## config.mk

```make
export PLATFORM = sky130hd
export DESIGN_NAME = mem_port_arbiter
export DESIGN_NICKNAME = d
export VERILOG_FILES = /design/src/rtl/mem_arb_pkg.sv /design/src/rtl/mem_port_arbiter.sv
export SDC_FILE = /design/constraint.sdc
export NUM_CORES = 1
export LEC_CHECK = 0
export CORE_MARGIN = 10
export CORE_UTILIZATION = 25
export CTS_CLUSTER_SIZE = 8
export DETAILED_ROUTE_END_ITERATION = 8
export HOLD_SLACK_MARGIN = 0.05
export MAX_ROUTING_LAYER = met4
export PLACE_DENSITY_LB_ADDON = 0.1
export RECOVER_POWER = 100
export SLEW_MARGIN = 10
export SYNTH_ARGS = -nofsm -noshare
export SYNTH_HDL_FRONTEND = slang
export SYNTH_SLANG_ARGS = --single-unit
```

## constraint.sdc

```tcl
create_clock -name clk -period 2.4 [get_ports clk]
set_input_delay 0.24 -clock clk [delete_from_list [all_inputs] [get_ports clk]]
set_output_delay 0.24 -clock clk [all_outputs]
set_load 0.02 [all_outputs]
```

## src/rtl/mem_arb_pkg.sv

```systemverilog
// Shared definitions for the two-master memory port arbiter: FSM state
// encoding, master identifiers and the round-robin pick helper.
package mem_arb_pkg;

   typedef enum logic [1:0] {
      ST_IDLE     = 2'd0,
      ST_GRANT_IF = 2'd1,
      ST_GRANT_LS = 2'd2,
      ST_WAIT_RD  = 2'd3
   } arb_state_t;

   localparam logic M_IF = 1'b0;
   localparam logic M_LS = 1'b1;

   // On a tie the master that did not win last time gets the port.
   function automatic logic pick_master(input logic if_req,
                                        input logic ls_req,
                                        input logic last);
      logic pick;
      if (if_req && ls_req)
         pick = (last == M_LS) ? M_IF : M_LS;
      else if (if_req)
         pick = M_IF;
      else
         pick = M_LS;
      return pick;
   endfunction

endpackage

```

## src/rtl/mem_port_arbiter.sv

```systemverilog
// Round-robin arbiter sharing one Avalon-MM slave port between the fetch
// controller (burst reads) and the LSU (single-beat reads/writes).
module mem_port_arbiter
   import mem_arb_pkg::*;
#(
   parameter int p_addr_bits  = 18,
   parameter int p_data_bits  = 32,
   parameter int p_burst_bits = 4
)(
   input  logic                    clk,
   input  logic                    rst,
   input  logic                    i_if_read,
   input  logic [p_addr_bits-1:0]  i_if_addr,
   input  logic [p_burst_bits-1:0] i_if_burstcount,
   output logic                    o_if_waitrequest,
   output logic [p_data_bits-1:0]  o_if_readdata,
   output logic                    o_if_readdatavalid,
   input  logic                    i_ls_read,
   input  logic                    i_ls_write,
   input  logic [p_addr_bits-1:0]  i_ls_addr,
   input  logic [p_data_bits-1:0]  i_ls_writedata,
   output logic                    o_ls_waitrequest,
   output logic [p_data_bits-1:0]  o_ls_readdata,
   output logic                    o_ls_readdatavalid,
   output logic                    o_read,
   output logic                    o_write,
   output logic [p_addr_bits-1:0]  o_addr,
   output logic [p_burst_bits-1:0] o_burstcount,
   output logic [p_data_bits-1:0]  o_writedata,
   input  logic                    i_waitrequest,
   input  logic [p_data_bits-1:0]  i_readdata,
   input  logic                    i_readdatavalid,
   output logic [1:0]              o_dbg_state
);

   // Handshake: a command transfers on a rising edge where read or write is
   // high and waitrequest is low; the master must hold it stable until then.
   // Read beats transfer on every edge where readdatavalid is high.

   localparam logic [p_burst_bits-1:0] BURST_ONE = p_burst_bits'(1);

   arb_state_t              state, state_nxt, cur_state;
   logic [p_burst_bits-1:0] beats_left, beats_nxt;
   logic [p_burst_bits-1:0] if_burst;
   logic                    owner, owner_nxt;
   logic                    last_grant, last_nxt;
   logic                    if_req, ls_req;

   always_ff @(posedge clk) begin
      if (!rst) begin
         state      <= ST_IDLE;
         beats_left <= '0;
         owner      <= M_LS;
         last_grant <= M_LS;
      end else begin
         state      <= state_nxt;
         beats_left <= beats_nxt;
         owner      <= owner_nxt;
         last_grant <= last_nxt;
      end
   end

   assign if_req   = i_if_read;
   assign ls_req   = i_ls_read | i_ls_write;
   assign if_burst = (i_if_burstcount == '0) ? BURST_ONE : i_if_burstcount;

   // While reset is held the outputs behave as in IDLE, whatever the register holds.
   assign cur_state = rst ? state : ST_IDLE;

   always_comb begin
      state_nxt        = cur_state;
      beats_nxt        = beats_left;
      owner_nxt        = owner;
      last_nxt         = last_grant;
      o_read           = 1'b0;
      o_write          = 1'b0;
      o_addr           = '0;
      o_burstcount     = '0;
      o_writedata      = '0;
      o_if_waitrequest = 1'b1;
      o_ls_waitrequest = 1'b1;

      case (cur_state)
         ST_IDLE: begin
            if (if_req || ls_req)
               state_nxt = (pick_master(if_req, ls_req, last_grant) == M_IF) ?
                           ST_GRANT_IF : ST_GRANT_LS;
         end

         ST_GRANT_IF: begin
            o_read           = i_if_read;
            o_addr           = i_if_addr;
            o_burstcount     = if_burst;
            o_if_waitrequest = i_waitrequest;
            if (!if_req) begin
               state_nxt = ST_IDLE;
            end else if (!i_waitrequest) begin
               last_nxt  = M_IF;
               owner_nxt = M_IF;
               beats_nxt = if_burst;
               state_nxt = ST_WAIT_RD;
            end
         end

         ST_GRANT_LS: begin
            o_read           = i_ls_read;
            o_write          = i_ls_write;
            o_addr           = i_ls_addr;
            o_writedata      = i_ls_writedata;
            o_burstcount     = BURST_ONE;
            o_ls_waitrequest = i_waitrequest;
            if (!ls_req) begin
               state_nxt = ST_IDLE;
            end else if (!i_waitrequest) begin
               last_nxt = M_LS;
               if (i_ls_write) begin
                  state_nxt = ST_IDLE;
               end else begin
                  owner_nxt = M_LS;
                  beats_nxt = BURST_ONE;
                  state_nxt = ST_WAIT_RD;
               end
            end
         end

         ST_WAIT_RD: begin
            // A count of 0 here cannot occur; treat it as the last beat to avoid a hang.
            if (i_readdatavalid) begin
               beats_nxt = beats_left - BURST_ONE;
               if (beats_left <= BURST_ONE) begin
                  beats_nxt = '0;
                  state_nxt = ST_IDLE;
               end
            end
         end

         default: state_nxt = ST_IDLE;
      endcase
   end

   assign o_if_readdata      = i_readdata;
   assign o_ls_readdata      = i_readdata;
   assign o_if_readdatavalid = (cur_state == ST_WAIT_RD) && (owner == M_IF) && i_readdatavalid;
   assign o_ls_readdatavalid = (cur_state == ST_WAIT_RD) && (owner == M_LS) && i_readdatavalid;
   assign o_dbg_state        = state;

endmodule

```

# After elaboration in Yosys (flattened, before gate mapping)
# Cells that the tools add are included.
[word_totals] register_bits=8 in_bits=111 wordCells=71
[classes] addsub=1 order_cmp=1 n_eq_ne=9 n_mux=41 bitwise=2 n_reduce_logical=13
[op_table] op="one-hot mux 18 bit (2 select lines)" count=1
[op_table] op="2-to-1 mux 32 bit" count=1
[op_table] op="2-to-1 mux 4 bit" count=8
[op_table] op="2-to-1 mux 2 bit" count=10
[op_table] op="2-to-1 mux 1 bit" count=15
[op_table] op="inequality test 2 bit, second input constant" count=6
[op_table] op="one-hot mux 4 bit (3 select lines)" count=1
[op_table] op="one-hot mux 2 bit (4 select lines)" count=1
[op_table] op="one-hot mux 4 bit (2 select lines)" count=1
[op_table] op="AND reduction 7 bit" count=1
[op_table] op="one-hot mux 1 bit (2 select lines)" count=3
[op_table] op="AND reduction 6 bit" count=1
[op_table] op="logical AND 1 bit" count=5
[op_table] op="AND reduction 5 bit" count=1
[op_table] op="== test 2 bit, second input constant" count=2
[op_table] op="less-or-equal comparator 4 x 1 -> 1 bit, second input constant" count=1
[op_table] op="logical NOT 4 bit" count=1
[op_table] op="subtractor 4 x 1 -> 4 bit, second input constant" count=1
[op_table] op="nonzero test 3 bit" count=1
[op_table] op="== test 2 x 1 -> 1 bit, second input constant" count=1
[op_table] op="logical NOT 2 bit" count=1
[op_table] op="nonzero test 2 bit" count=1
[op_table] op="logical OR 1 bit" count=1
[op_table] op="NOT 1 bit" count=1
[op_table] op="OR 1 bit" count=1

# Depth between registers and ports, before layout
[logic_depth] ltp_word=8 ltp_mapped=9 mapped_depth_nobuf=7

# Worst setup path before layout
# Ideal clock, no wire load.
[synth_timing] path_kind="reg2out" start="register state[1], in the netlist o_dbg_state[1]" end="output port o_read" arrival_time_ns=2.073 t_required_ns=2.160 path_slack_ns=0.087 stages_incl_launch_ff=8 n_path_buf=2 cell_sequence="dfxtp_1 -> nand2_1 -> inv_1 -> ha_1 -> buf_2 -> clkbuf_1 -> nand2_1 -> a21boi_0"
[synth_via] elab_chain_len=3 elab_cells_between_ends=4 classes_between="2 x eq/ne; 2 x mux"
[synth_lines] item="start, declared" line="mem_port_arbiter.sv:42" text="arb_state_t state, state_nxt, cur_state;"
[synth_lines] item="start signal, assigned" line="mem_port_arbiter.sv:56" text="state <= state_nxt;"
[synth_lines] item="2-to-1 mux 2 bit *" line="mem_port_arbiter.sv:68" text="assign cur_state = rst ? state : ST_IDLE;"
[synth_lines] item="== test 2 bit / == test 2 x 1 -> 1 bit (equally long branches)" line="mem_port_arbiter.sv:83" text="case (cur_state)"
[synth_lines] item="one-hot mux 1 bit (2 select lines) *" line="mem_port_arbiter.sv:83"
[synth_lines] item="end, declared" line="mem_port_arbiter.sv:25" text="output logic o_read,"
# Mark *: on every way between the ends. The rest lies on a longest branch, timed or not.

# Final worst setup path
[layout_timing] start="input port rst" end="output port o_writedata[2]"
[layout_via] elab_chain_len=3
[layout_lines] item="start, declared" line="mem_port_arbiter.sv:11" text="input logic rst,"
[layout_lines] item="2-to-1 mux 2 bit" line="mem_port_arbiter.sv:68"
[layout_lines] item="== test 2 bit" line="mem_port_arbiter.sv:83"
[layout_lines] item="2-to-1 mux 32 bit" line="mem_port_arbiter.sv:83"
[layout_lines] item="end, declared" line="mem_port_arbiter.sv:29" text="output logic [p_data_bits-1:0] o_writedata,"
# No other way between the ends.

==> flow_summary.toml <==
[run_status]
status = "finished, final reports clean"

[final_layout]
fillCellCount = 693
final_cell_mix = "clkdlybuf4s50_1 (82), dlygate4sd2_1 (49), and2_1 (27)"
mostFrequentLayoutCell = "clkdlybuf4s50_1"
nets = 441
antenna_cells = 0
syn2layout_area_growth_pct = 64.5
drive_gt1_frac = 0.0932

[global_route]
track_usage = 0.141
grt_max_degree = 41
grt_pass1_wl_um = 11100
grt_pass1_vias = 1884
gr-total-overflow = 0
antenna_found_initial = 0

[timing]
rsz0062_at_grt = "false"
tightestPinTransition_ps = 426
skew_ps = 0.888
setup_tns_ps = 0
final_hold_viol_count = 0
timing.final.max_slew_violations = 0
fmax_mhz = 436
layout_setup_ws_ps = 105
post-route-period-util = 0.956
finalSetupViolCount = 0
slew_headroom = 0.709
period_needed_ps = 2300

[placement]
port-buffer-count = 140
place_congestion = 0.880
hpwl_um = 6690
pre_cts_ws_ps = -188

[setup_path]
cp-start-kind = "input pin"
cp_data_required_time_ps = 2160
endpoint_kind = "primary output"
path_class = "in -> out"
cp.arrival_ps = 2060
cp_max_fo = 12

[synth]
yosys.area_share.simple = 0.291
synth_xor_xnor_area_share = 0
synth_top_area_frac = 0.286
synth_compound_area_frac = 0.222
synth.avg_cell_area_um2 = 7.19
synth_warnings = 0
ys_seq_area_frac = 0.0952
synthAdderAreaFrac = 0.0446
ys_types = 36
synthCells = 234
synth-edff-count = 0
ys_seq_elements = 8
async_flop_share = 0
synth_top_area_cell = "buf_4"
synth_top_family_by_area = "buffers and inverters"
synth_top_cells_by_area = "buf_4 (29%), and2_1 (12%), dfxtp_1 (9.5%)"
syn_nets = 351
synth.cell_area_um2 = 1680
synthMuxAreaShare = 0.0119
synth_ff_type = "dfxtp_1"

[route]
wl_per_cell_um = 19.7
drc = 0
drtIter0Drc = 54
vias_per_cell = 4.57
finalWirelength_um = 7860
drtAntennaViolNets = 0
dr.pass1.iters = 4
num_vias = 1825

[clock_tree]
clock_latency_ps = 230
cts_root_buffer = "clkbuf_8"
tritoncts = "done"
tritoncts_num_sinks = 8
clock_path_buffers = 2
cts_made_buffers = 3
cts_max_level = 1
cts-hold-fix-buffers = 0

[floorplan]
dieWidth_um = 102
initial_utilization = 0.261
row_count = 29
die_y_um = 102
core_um2 = 6460
dieArea_um2 = 10400
ios = 237

[flow_run]
maxCapViolations = 0

[power]
ir_drop_mv = 0.308
p_leak_nw = 1.28
power.total_mw = 0.670
power_density_nw_per_um2 = 242

[min_path]
hp-class = "in -> out"
==> metal layers <==
layer  GRT usage  vias up  share of wire
li1            -      913              -
met5           -        -              0
met4      0.0488        0          0.032
met1       0.138      799           0.35
met2       0.250       85           0.52
met3      0.0520       28          0.098
==> cell usage after synthesis, drive strengths merged (2+ instances only) <==
cell,instances
o21ai,6
clkbuf,10
mux2i,2
nand2b,3
o22ai,5
and3,4
or3,2
dfxtp,8
and2,33
inv,8
a211oi,4
buf,66
a21o,2
ha,6
a21oi,4
or2,2
nand2,8
nor2b,21
o211ai,5
a22oi,19
nor2,5
==> timing repair <==
item,in CTS,in global routing
setup endpoints to repair,49,5
resized for setup,49,6
buffers inserted,0,1
pin swaps,0,1
==> critical path, stage by stage <==
cell             delay (ps)
clkdlybuf4s50_1         440
buf_4                   150
nand2_1                 100
ha_2                    260
buf_12                  140
and2_1                  120
clkdlybuf4s50_1         610
==> logic make-up (layout without fill, tap and decap cells) <==
| logic type | count (synthesis) | after routing |
|---|---|---|
| muxes | 2 | 2 |
| adders and majority gates | 6 | 6 |
| DFF | 8 | 8 |
| and+or+nand+nor | 82 | 82 |
| buffers and inverters | 84 | 172 |
| AOI/OAI and AO/OA | 52 | 52 |
==> cell type report <==
type	instances	area, um^2	share of cell area
timing repair buffer	161	1480	0.533
inverter	8	30.0	0.0108
sequential	8	160	0.0579
clock buffer	3	41.3	0.0149
multi-input combinational	142	963	0.348
tap	77	96.3	0.0348
==> power breakdown <==
group	total [mW]	switching, mW	leakage (nW)	internal (mW)
Combinational	0.358	0.149	1.19	0.209
Sequential	0.149	0.00711	0.0655	0.142
Clock	0.163	0.0544	0.0216	0.109
Total	0.670	0.210	1.28	0.460
==> path summary, 6_finish.rpt <==
kind | startpoint | end | slack (ps) | cells past startpoint
worst max-delay path | rst | o_writedata[2] | 100 | 7
worst min-delay path | i_readdata[23] | o_if_readdata[23] | 480 | 0
worst max register to register | o_dbg_state[1]$_SDFF_PN0_ | beats_left[1]$_SDFFE_PN0P_ | 430 | 8
worst min register to register | beats_left[3]$_SDFFE_PN0P_ | beats_left[3]$_SDFFE_PN0P_ | 510 | 2
==> state kept, by name, summed over array words and instances, names as in the netlist <==
name,cells
beats_left,4
last_grant,1
o_dbg_state,2
owner,1
==> metrics by stage <==
stage | cells | util | hold slack, ps | instance area (um^2)
6_report | 399 | 0.429 | 480 | 2770
3_5_place_dp | 395 | 0.440 | 480 | 2840
2_1_floorplan | 234 | - | 387 | 1680
4_1_cts | 398 | 0.437 | 480 | 2820
5_1_grt | 399 | 0.429 | 480 | 2770
3_3_place_gp | 395 | 0.440 | 480 | 2840
Note: power is estimated with default switching activity, not from simulation.
